--- src/rtl/reaction_timer_if.sv ---
// Reaction timer bus: light pattern, 1 ms tick and button in; result and status out.
//   lights      - start-light pattern, 8'h00 = all lights off
//   tick        - one-cycle 1 ms strobe
//   btn         - driver button level, high when pressed
//   reaction_ms - last measured reaction time in ticks
//   valid       - reaction_ms holds a good measurement
//   jump_start  - button pressed before lights out
//   timeout     - no press within the limit after lights out
//   busy        - a measurement is armed or in progress
// master: the stimulus side (sequencer/driver); slave: the timer.
interface reaction_timer_if #(
    parameter int unsigned CNT_WIDTH = 16
);
    logic [7:0]           lights;
    logic                 tick;
    logic                 btn;
    logic [CNT_WIDTH-1:0] reaction_ms;
    logic                 valid;
    logic                 jump_start;
    logic                 timeout;
    logic                 busy;

    modport master (
        output lights, tick, btn,
        input  reaction_ms, valid, jump_start, timeout, busy
    );

    modport slave (
        input  lights, tick, btn,
        output reaction_ms, valid, jump_start, timeout, busy
    );
endinterface

--- src/rtl/reaction_timer.sv ---
// Reaction timer: measures ticks from lights-out to the first button press.
// Ports:
//   clk - single clock, all state updates on its rising edge
//   rst - synchronous active-low reset
//   bus - reaction_timer_if slave (lights/tick/btn in; reaction_ms/valid/
//         jump_start/timeout/busy out)
// Outputs are registered and hold from DONE through IDLE until the next
// sequence starts (IDLE -> ARMED clears them).
module reaction_timer #(
    parameter int unsigned CNT_WIDTH = 16,
    parameter int unsigned MAX_MS    = 9999
) (
    input logic            clk,
    input logic            rst,
    reaction_timer_if.slave bus
);
    localparam logic [CNT_WIDTH-1:0] MaxCnt = CNT_WIDTH'(MAX_MS);
    localparam logic [CNT_WIDTH-1:0] CntOne = CNT_WIDTH'(1);

    typedef enum logic [1:0] {StIdle, StArmed, StTiming, StDone} state_e;

    state_e               state_q, state_d;
    logic [CNT_WIDTH-1:0] cnt_q, cnt_d;
    logic [CNT_WIDTH-1:0] reaction_q, reaction_d;
    logic                 valid_q, valid_d;
    logic                 jump_q, jump_d;
    logic                 timeout_q, timeout_d;
    logic                 btn_q;
    logic                 press;
    logic                 lights_off;

    // Rising edge only, so a held button counts once.
    assign press      = bus.btn & ~btn_q;
    assign lights_off = (bus.lights == 8'h00);

    always_comb begin
        state_d    = state_q;
        cnt_d      = cnt_q;
        reaction_d = reaction_q;
        valid_d    = valid_q;
        jump_d     = jump_q;
        timeout_d  = timeout_q;

        unique case (state_q)
            StIdle: begin
                if (!lights_off) begin
                    state_d    = StArmed;
                    reaction_d = '0;
                    valid_d    = 1'b0;
                    jump_d     = 1'b0;
                    timeout_d  = 1'b0;
                end
            end
            StArmed: begin
                // A press wins even if the lights go out in the same cycle.
                if (press) begin
                    jump_d  = 1'b1;
                    state_d = StDone;
                end else if (lights_off) begin
                    cnt_d   = '0;
                    state_d = StTiming;
                end
            end
            StTiming: begin
                // Press captures the pre-increment count and beats tick/timeout.
                if (press) begin
                    reaction_d = cnt_q;
                    valid_d    = 1'b1;
                    state_d    = StDone;
                end else if (bus.tick) begin
                    if (cnt_q == MaxCnt) begin
                        reaction_d = MaxCnt;
                        timeout_d  = 1'b1;
                        valid_d    = 1'b0;
                        state_d    = StDone;
                    end else begin
                        cnt_d = cnt_q + CntOne;
                    end
                end
            end
            StDone: begin
                if (!bus.btn && lights_off) begin
                    state_d = StIdle;
                end
            end
            default: state_d = StIdle;
        endcase
    end

    always_ff @(posedge clk) begin
        if (!rst) begin
            state_q    <= StIdle;
            cnt_q      <= '0;
            btn_q      <= 1'b0;
            reaction_q <= '0;
            valid_q    <= 1'b0;
            jump_q     <= 1'b0;
            timeout_q  <= 1'b0;
        end else begin
            state_q    <= state_d;
            cnt_q      <= cnt_d;
            btn_q      <= bus.btn;
            reaction_q <= reaction_d;
            valid_q    <= valid_d;
            jump_q     <= jump_d;
            timeout_q  <= timeout_d;
        end
    end

    assign bus.reaction_ms = reaction_q;
    assign bus.valid       = valid_q;
    assign bus.jump_start  = jump_q;
    assign bus.timeout     = timeout_q;
    assign bus.busy        = (state_q == StArmed) || (state_q == StTiming);
endmodule

--- src/flat_wrapper.sv ---
// flat-port wrapper written by rule: the top's interface ports become plain ports
module reaction_timer_flat 
#(
    parameter int unsigned CNT_WIDTH = 16,
    parameter int unsigned MAX_MS    = 9999
)
  (clk, rst, bus_lights, bus_tick, bus_btn, bus_reaction_ms, bus_valid, bus_jump_start, bus_timeout, bus_busy);
  reaction_timer_if #(.CNT_WIDTH(CNT_WIDTH)) bus_i ();
  input logic clk;
  input logic rst;
  input wire logic [$bits(bus_i.lights)-1:0] bus_lights;
  input wire logic [$bits(bus_i.tick)-1:0] bus_tick;
  input wire logic [$bits(bus_i.btn)-1:0] bus_btn;
  output wire logic [$bits(bus_i.reaction_ms)-1:0] bus_reaction_ms;
  output wire logic [$bits(bus_i.valid)-1:0] bus_valid;
  output wire logic [$bits(bus_i.jump_start)-1:0] bus_jump_start;
  output wire logic [$bits(bus_i.timeout)-1:0] bus_timeout;
  output wire logic [$bits(bus_i.busy)-1:0] bus_busy;
  assign bus_i.lights = bus_lights;
  assign bus_i.tick = bus_tick;
  assign bus_i.btn = bus_btn;
  assign bus_reaction_ms = bus_i.reaction_ms;
  assign bus_valid = bus_i.valid;
  assign bus_jump_start = bus_i.jump_start;
  assign bus_timeout = bus_i.timeout;
  assign bus_busy = bus_i.busy;
  reaction_timer #(.CNT_WIDTH(CNT_WIDTH), .MAX_MS(MAX_MS)) u_core (.clk(clk), .rst(rst), .bus(bus_i));
endmodule
--- config.mk ---
export PLATFORM = sky130hd
export DESIGN_NAME = reaction_timer_flat
export DESIGN_NICKNAME = d
export VERILOG_FILES = /design/src/rtl/reaction_timer_if.sv /design/src/rtl/reaction_timer.sv /design/src/flat_wrapper.sv
export SDC_FILE = /design/constraint.sdc
export NUM_CORES = 1
export LEC_CHECK = 0
export ABC_AREA = 1
export CORE_MARGIN = 10
export CORE_UTILIZATION = 35
export DETAILED_ROUTE_END_ITERATION = 6
export GPL_ROUTABILITY_DRIVEN = 0
export MAX_ROUTING_LAYER = met4
export PLACE_DENSITY_LB_ADDON = 0.25
export SYNTH_ARGS = -nofsm -noshare
export SYNTH_HDL_FRONTEND = slang
export SYNTH_SLANG_ARGS = --single-unit
export TNS_END_PERCENT = 1
--- constraint.sdc ---
create_clock -name clk -period 2.5 [get_ports clk]
set_clock_uncertainty 0.2 [all_clocks]
set_input_delay 0.625 -clock clk [delete_from_list [all_inputs] [get_ports clk]]
set_output_delay 0.625 -clock clk [all_outputs]
set_load 0.1 [all_outputs]
# Word-level counts from Yosys, hierarchy flattened
# Index checks and enable logic that the tools add are counted.
word_totals:
  ff_bits: 38
  out_inout_bits: 20
  wordCells: 69
op_classes:
  n_addsub: 1
  n_eq_ne: 16
  mux: 30
  bitwise_logic: 2
  reduce_logical: 13
op_table:
  columns: ["cell", "count"]
  rows:
  - ["$mux W16", 9]
  - ["$pmux W16 S2", 2]
  - ["$add A16 B1 Y16 const B", 1]
  - ["$eq A16 B14 Y1 const B", 1]
  - ["$mux W2", 7]
  - ["$ne A2 B2 Y1 const B", 5]
  - ["$reduce_and A5 Y1", 2]
  - ["$logic_not A8 Y1", 1]
  - ["$mux W1", 8]
  - ["$ne A2 B1 Y1 const B", 4]
  - ["$pmux W2 S4", 1]
  - ["$ne A3 B1 Y1 const B", 2]
  - ["$pmux W1 S2", 3]
  - ["$reduce_and A6 Y1", 1]
  - ["$reduce_bool A2 Y1", 3]
  - ["$eq A2 B2 Y1 const B", 2]
  - ["$reduce_and A4 Y1", 1]
  - ["$ne A3 B2 Y1 const B", 1]
  - ["$reduce_and A3 Y1", 1]
  - ["$eq A2 B1 Y1 const B", 1]
  - ["$logic_not A2 Y1", 1]
  - ["$and A1 B1 Y1", 1]
  - ["$logic_and A1 B1 Y1", 1]
  - ["$logic_not A1 Y1", 1]
  - ["other kinds (2)", 2]

# Longest topological paths before layout
# Gate-level depths: netlist of run 1.
depth:
  depth_word: 5
  mapped_depth: 14
  ltp_nobuf: 12

# Worst setup path before layout of run 1
# Ideal clock, no wire load.
synth_path:
  path_kind: "register to register"
  from: "register u_core.state_q[0]"
  to: "register u_core.cnt_q[13]"
  setup_ps: 114
  arrival_ps: 1982
  required_ps: 2186
  slack_ps: 204
  stages_incl_launch_ff: 9
  path_cell_list: "dfxtp_1 -> inv_1 -> ha_1 -> nand3_2 -> nor2_4 -> buf_6 -> nand2_1 -> nand2_1 -> nor2_1"
synth_via:
  elab_chain_cells: 3
synth_rtl:
  columns: ["item", "line", "source"]
  rows:
  - ["start, declared", "reaction_timer.sv:22", "state_e state_q, state_d;"]
  - ["start signal, assigned", "reaction_timer.sv:92", "state_q <= StIdle;"]
  - ["start signal, assigned", "reaction_timer.sv:100", "state_q <= state_d;"]
  - ["$eq A2 B1 Y1 / $eq A2 B2 Y1 (equally long branches)", "reaction_timer.sv:44", "unique case (state_q)"]
  - ["$ne A2 B2 Y1 (no source line) (tied with other cells)", null, null]
  - ["$reduce_and A6 Y1 (no source line)", null, null]
  - ["end signal, assigned", "reaction_timer.sv:101", "cnt_q <= cnt_d;"]
  - ["end, declared", "reaction_timer.sv:23", "logic [CNT_WIDTH-1:0] cnt_q, cnt_d;"]
# Several ways; a longest one is shown, not always the timed one.
# A chain may end at the register's enable or synchronous reset.

# Worst setup path in the final report of run 1
layout_path:
  from: "input bus_btn"
  to: "register u_core.cnt_q[14]"
layout_via:
  elab_chain_cells: 3
layout_rtl:
  columns: ["item", "line", "source"]
  rows:
  - ["start, declared", "flat_wrapper.sv:13", "input wire logic [$bits(bus_i.btn)-1:0] bus_btn;"]
  - ["$and A1 B1 Y1 (*)", "reaction_timer.sv:33", "assign press = bus.btn & ~btn_q;"]
  - ["$ne A2 B2 Y1 (no source line)", null, null]
  - ["$reduce_and A6 Y1 (no source line) (*)", null, null]
# Mark *: on every way between the ends. The rest lies on a longest branch, timed or not.

==> out/results.txt, run 1 <==
status: finished, final reports clean
Seq/Total Area, Yosys: 35.2%
f_max: 457 MHz
standard-cell rows: 28
Worst Path Required: 2530 ps
worst-path maximum fanout: 10
core area: 0.00596 sq mm
Arrival @ worst endpoint: 2210 ps
crit-path cells: clkdlybuf4s50_1, inv_1, nor2_1, nand2_1, nand2_1, inv_2, nand3_2, nor2_4, buf_4, nand2_1, nand2_1, nor2_1
slowest stage delay, CP: 470 ps
Initial Util: 36.3%
R2R depth: 12
crit start category: input pin
worst reg2reg setup slack: 320 ps
Mapped Avg Cell Area: 6.77 sq um
largest net degree at the start of global routing: 18
CP Capture Type: flop
Inserted Clock Buffers: 5
met3 WL post-DR: 225 um
Worst-Margin Slew: 430 ps
CP bufs+invs: 4
P_int: 1.33 mW
first-pass GRT wire length: 9.09 mm
Slew Limit Fails: 0
Crit path depth: 12
wire length on met1: 2.61 mm
Remaining DRCs: 0
Cell Area, Synth: 0.00216 sq mm
Port Buffers: 31
Max IR drop VDD: 0.000736 V
area grow syn2layout: 20.3%
clk_lat worst skew: 290 ps
Via density: 4.68
drt wl/cell: 12.0 um
Seq pwr share: 26.9%
RSZ-0062 raised after global routing: false
commonest non-fill, non-tap cell in the layout: nand2_1
die area: 0.00972 sq mm
clock tree buffer depth: 2
nets: 372
CP most frequent cell: nand2_1
DRT Pass-1 Iters: 4
Chip Height: 98.6 um
P_leak: 1.11 nW
Max Cap Viol: 0
CP Launch Point: bus_btn
top sig layer: met4
hpwl dp: 4.06 mm
gr ovfl total: 0
crit path time final: 2190 ps
CTS H-Tree Depth: 2
Slowest-stage cell, CP: clkdlybuf4s50_1
met2 wire len: 2.28 mm
CP top delay family: simple AND/OR/NAND/NOR gates
Worst Hold Class: reg2reg
Final Hold Violating Endpoints: 0
Critical Path End: u_core.cnt_q[14]
antenna violations before repair: 0
antenna cells: 0
vias in the first global route: 1897
Relative slew margins: 71.3%
reg2reg start: u_core.state_q[0]
Tcrit/Tclk final: 87.4%
PwrDens: 1070 mW/mm^2
Routed WL: 5.16 mm
IO Count: 32
final setup violation count: 0
Synth Net Count: 337
DRT iter0 DRCs: 135
WHS Path Cells: 2
part of the power in combinational logic: 58.9%
RR Endpoint: u_core.cnt_q[14]
Post-CTS Setup Bufs: 0
yosys warns: 0
gr usage total: 11.2%
CTS tree: done
sw frac: 51.9%
Clock power frac: 14.2%
placed cell count: 422
Worst-path clk slew: 70 ps
Post-CTS Hold Fix Bufs: 0
DR vias: 2009
Non-Filler Instances: 429
Final TNS setup: 0 ps
Sw Pwr: 1.44 mW
Post-Syn Instances: 319
FF+latch count, synth: 38
Routed Antenna Nets: 0
share of cells above drive strength 1: 14.7%
Crit Path Class: in2reg
# clock sinks: 38
distinct cell type count after synthesis: 30
CTS resizes: 0
Die W: 98.6 um
most frequent cells in the layout: nand2_1 (78), inv_1 (41), nor2_1 (40), dfxtp_1 (38), buf_4 (26)
root buffer cell: clkbuf_8
==> cell usage after synthesis (all sizes together) <==
library cell,instances,area [sq um]
nand2,82,323
inv,44,165
nor2,43,179
dfxtp,38,761
nand3,29,178
o21ai,16,80.1
a21oi,14,70.1
nand4,10,62.6
a22oi,8,60.1
buf,7,65.1
ha,6,75.1
nor3,6,35.0
xor2,5,43.8
clkbuf,4,15.0
or2,2,12.5
xnor2,2,17.5
a31oi,1,6.26
clkinv,1,5.00
o31ai,1,7.51
==> worst min path at each step <==
stage | startpoint | to | slack (ps)
6_report | u_core.bus.reaction_ms[6] | u_core.bus.reaction_ms[6] | 260
5_1_grt | u_core.bus.valid | u_core.bus.valid | 290
4_1_cts | u_core.bus.reaction_ms[6] | u_core.bus.reaction_ms[6] | 270
3_5_place_dp | u_core.bus.reaction_ms[6] | u_core.bus.reaction_ms[6] | 260
3_3_place_gp | u_core.bus.reaction_ms[6] | u_core.bus.reaction_ms[6] | 260
2_1_floorplan | u_core.cnt_q[1] | u_core.cnt_q[1] | 270
==> flip-flops by register name, summed over array words and instances, names as in the netlist <==
name and cells:
u_core.btn_q 1, u_core.bus.reaction_ms 16, u_core.bus.timeout 1, u_core.bus.jump_start 1, u_core.state_q 2, u_core.cnt_q 16
u_core.bus.valid 1
==> cells by family (layout without fill, tap and decap cells) <==
group | after synthesis | count (layout) | synth area share (%)
flops | 38 | 38 | 35.2
xor+xnor | 7 | 7 | 2.84
buf+inv | 56 | 91 | 11.6
fa+ha+maj | 6 | 6 | 3.47
simple gates | 172 | 172 | 36.5
compound gates | 40 | 40 | 10.4
==> power by group through the flow <==
stage | Clock, mW | Sequential, mW | Combinational [mW]
detailed placement | 0 | 0.758 | 1.65
floorplan | 0 | 1.25 | 0.805
CTS | 0.406 | 0.745 | 1.65
global placement | 0 | 0.756 | 1.64
finish | 0.393 | 0.744 | 1.63
global route | 0.434 | 0.756 | 1.75
==> through the flow <==
step                total power, mW  cell area, sq um  worst slack (ps)  utilization, %  hold slack (ps)
floorplan                      2.06              2160               204               -              271
detailed placement             2.40              2520              12.5            42.3              258
finish                         2.77              2600               314            43.6              264
global route                   2.94              2600               113            43.6              285
CTS                            2.80              2600               303            43.6              268
global placement               2.39              2520              32.6            42.3              258
==> layer usage <==
layer / track usage (%) / vias up
li1: - / 1086
met1: 14.4 / 888
met2: 17.1 / 30
met3: 2.86 / 5
met4: 2.65 / 0
met5: - / -
==> tightest hold or removal path: cells and delay by family, from the launching register on <==
family | cells | cell delay, ps
flip-flops | 1 | 310
AND/OR/NAND/NOR | 2 | 110
==> cell type report <==
cell class | instances | area, sq um
fillers | 633 | 3360
well taps | 75 | 93.8
multi-input cells | 225 | 1150
clock buffers | 5 | 68.8
flip-flops and latches | 38 | 761
clock inverters | 2 | 10.0
inverters | 45 | 170
repair buffers | 39 | 345
No activity file was read; power rests on OpenSTA's default activity.
==> inputs of run 2 (changes only) <==
--- a/constraint.sdc
+++ b/constraint.sdc
@@ -4,2 +4,2 @@
 set_output_delay 0.625 -clock clk [all_outputs]
-set_load 0.1 [all_outputs]
+set_load 0.01 [all_outputs]
==> out/results.txt, run 2 (same netlist as run 1, synthesis figures left out) <==
status: finished, final reports clean
worst-path maximum fanout: 4
Arrival @ worst endpoint: 1420 ps
sw frac: 38.7%
Worst-path clk slew: 80 ps
DRT iter0 DRCs: 124
clk_lat worst skew: 290 ps
Crit Path Class: reg2out
Slew Limit Fails: 0
DR vias: 2031
final core occ: 44.8%
IO Count: 32
PwrDens: 871 mW/mm^2
P_int: 1.43 mW
Worst-Margin Slew: 427 ps
core area: 0.00596 sq mm
largest net degree at the start of global routing: 18
Routed Antenna Nets: 0
Inserted Clock Buffers: 5
die area: 0.00972 sq mm
DRT Pass-1 Iters: 4
# clock sinks: 38
RSZ-0062 raised after global routing: false
crit path time final: 2240 ps
gr ovfl total: 0
Final Hold Violating Endpoints: 0
DP Worst Slack: 2.97 ps
vias in the first global route: 1957
Clock power frac: 23.0%
Worst Hold Class: reg2reg
Remaining DRCs: 0
hpwl dp: 4.15 mm
slack of the critical path: 258 ps
antenna violations before repair: 0
Non-Filler Instances: 430
drt wl/cell: 12.4 um
crit start category: flop
Final TNS setup: 0 ps
Max Cap Viol: 0
Max IR drop VDD: 0.000458 V
area grow syn2layout: 23.6%
fillers: 643
clock tree buffer depth: 2
most frequent cells in the layout: nand2_1 (78), inv_1 (41), nor2_1 (40), dfxtp_1 (38), clkdlybuf4s50_1 (30)
standard-cell rows: 28
CP Capture Type: output pin
nets: 372
Tcrit/Tclk final: 89.7%
Seq pwr share: 32.0%
Relative slew margins: 71.6%
Chip Height: 98.6 um
P_leak: 1.08 nW
part of the power in combinational logic: 45.1%
final setup violation count: 0
antenna cells: 0
Post-CTS Hold Fix Bufs: 0
gr usage total: 11.6%
share of cells above drive strength 1: 9.30%
Routed WL: 5.33 mm
Die W: 98.6 um
Worst Path Required: 1670 ps
CTS tree: done
placed cell count: 422
Port Buffers: 31
CTS H-Tree Depth: 2
root buffer cell: clkbuf_8
f_max: 446 MHz
Initial Util: 36.3%
commonest non-fill, non-tap cell in the layout: nand2_1
Sw Pwr: 0.899 mW
first-pass GRT wire length: 9.41 mm
Via density: 4.72
[run 2: worst paths after layout]
path / startpoint / endpoint / cells after the start / slack [ps]
setup / recovery: u_core.state_q[0] / bus_busy / 3 / 260
hold / removal: u_core.bus.reaction_ms[6] / u_core.bus.reaction_ms[6] / 2 / 260
setup reg to reg: u_core.state_q[0] / u_core.cnt_q[14] / 12 / 330
hold reg to reg: u_core.bus.reaction_ms[6] / u_core.bus.reaction_ms[6] / 2 / 260
[run 2: cell type report]
cell class	instances	area (sq um)	share of cell area, %
inverters	45	170	6.37
repair buffers	39	382	14.3
clock inverters	3	45.0	1.69
well taps	75	93.8	3.51
clock buffers	5	68.8	2.58
flip-flops and latches	38	761	28.5
multi-input cells	225	1150	43.1
[run 2: what timing repair did]
item,CTS,global route
setup endpoints to repair,1,0
setup buffers,0,0
resized for setup,1,0
[run 2: layer usage]
metal	global-route usage, %	part of all wire [%]	up-vias	routed length [um]
met5	-	0	-	0
met3	2.93	4.5	6	242
met2	17.9	45	40	2370
met4	3.09	1.4	0	77
met1	14.8	49	901	2640
li1	-	-	1084	-
[run 2: worst max-delay path, cell delays in order, from the launching register on]
cell,delay (ps)
dfxtp_1,370
inv_1,100
ha_1,350
dlygate4sd2_1,310
[run 2: power by group through the flow]
stage                     sequential, mW  clock (mW)  combinational (mW)
after floorplan                    0.787           0               0.699
after global placement             0.756           0                1.06
after detailed placement           0.758           0                1.07
after CTS                          0.744       0.546                1.06
after global routing               0.759       0.568                1.17
final                              0.743       0.534                1.05
[run 2: stage by stage]
step	hold WS (ps)	area (sq um)	total power, mW
4_1_cts	266	2670	2.35
2_1_floorplan	271	2160	1.49
5_1_grt	290	2670	2.50
6_report	262	2670	2.32
3_5_place_dp	255	2560	1.83
3_3_place_gp	259	2560	1.81
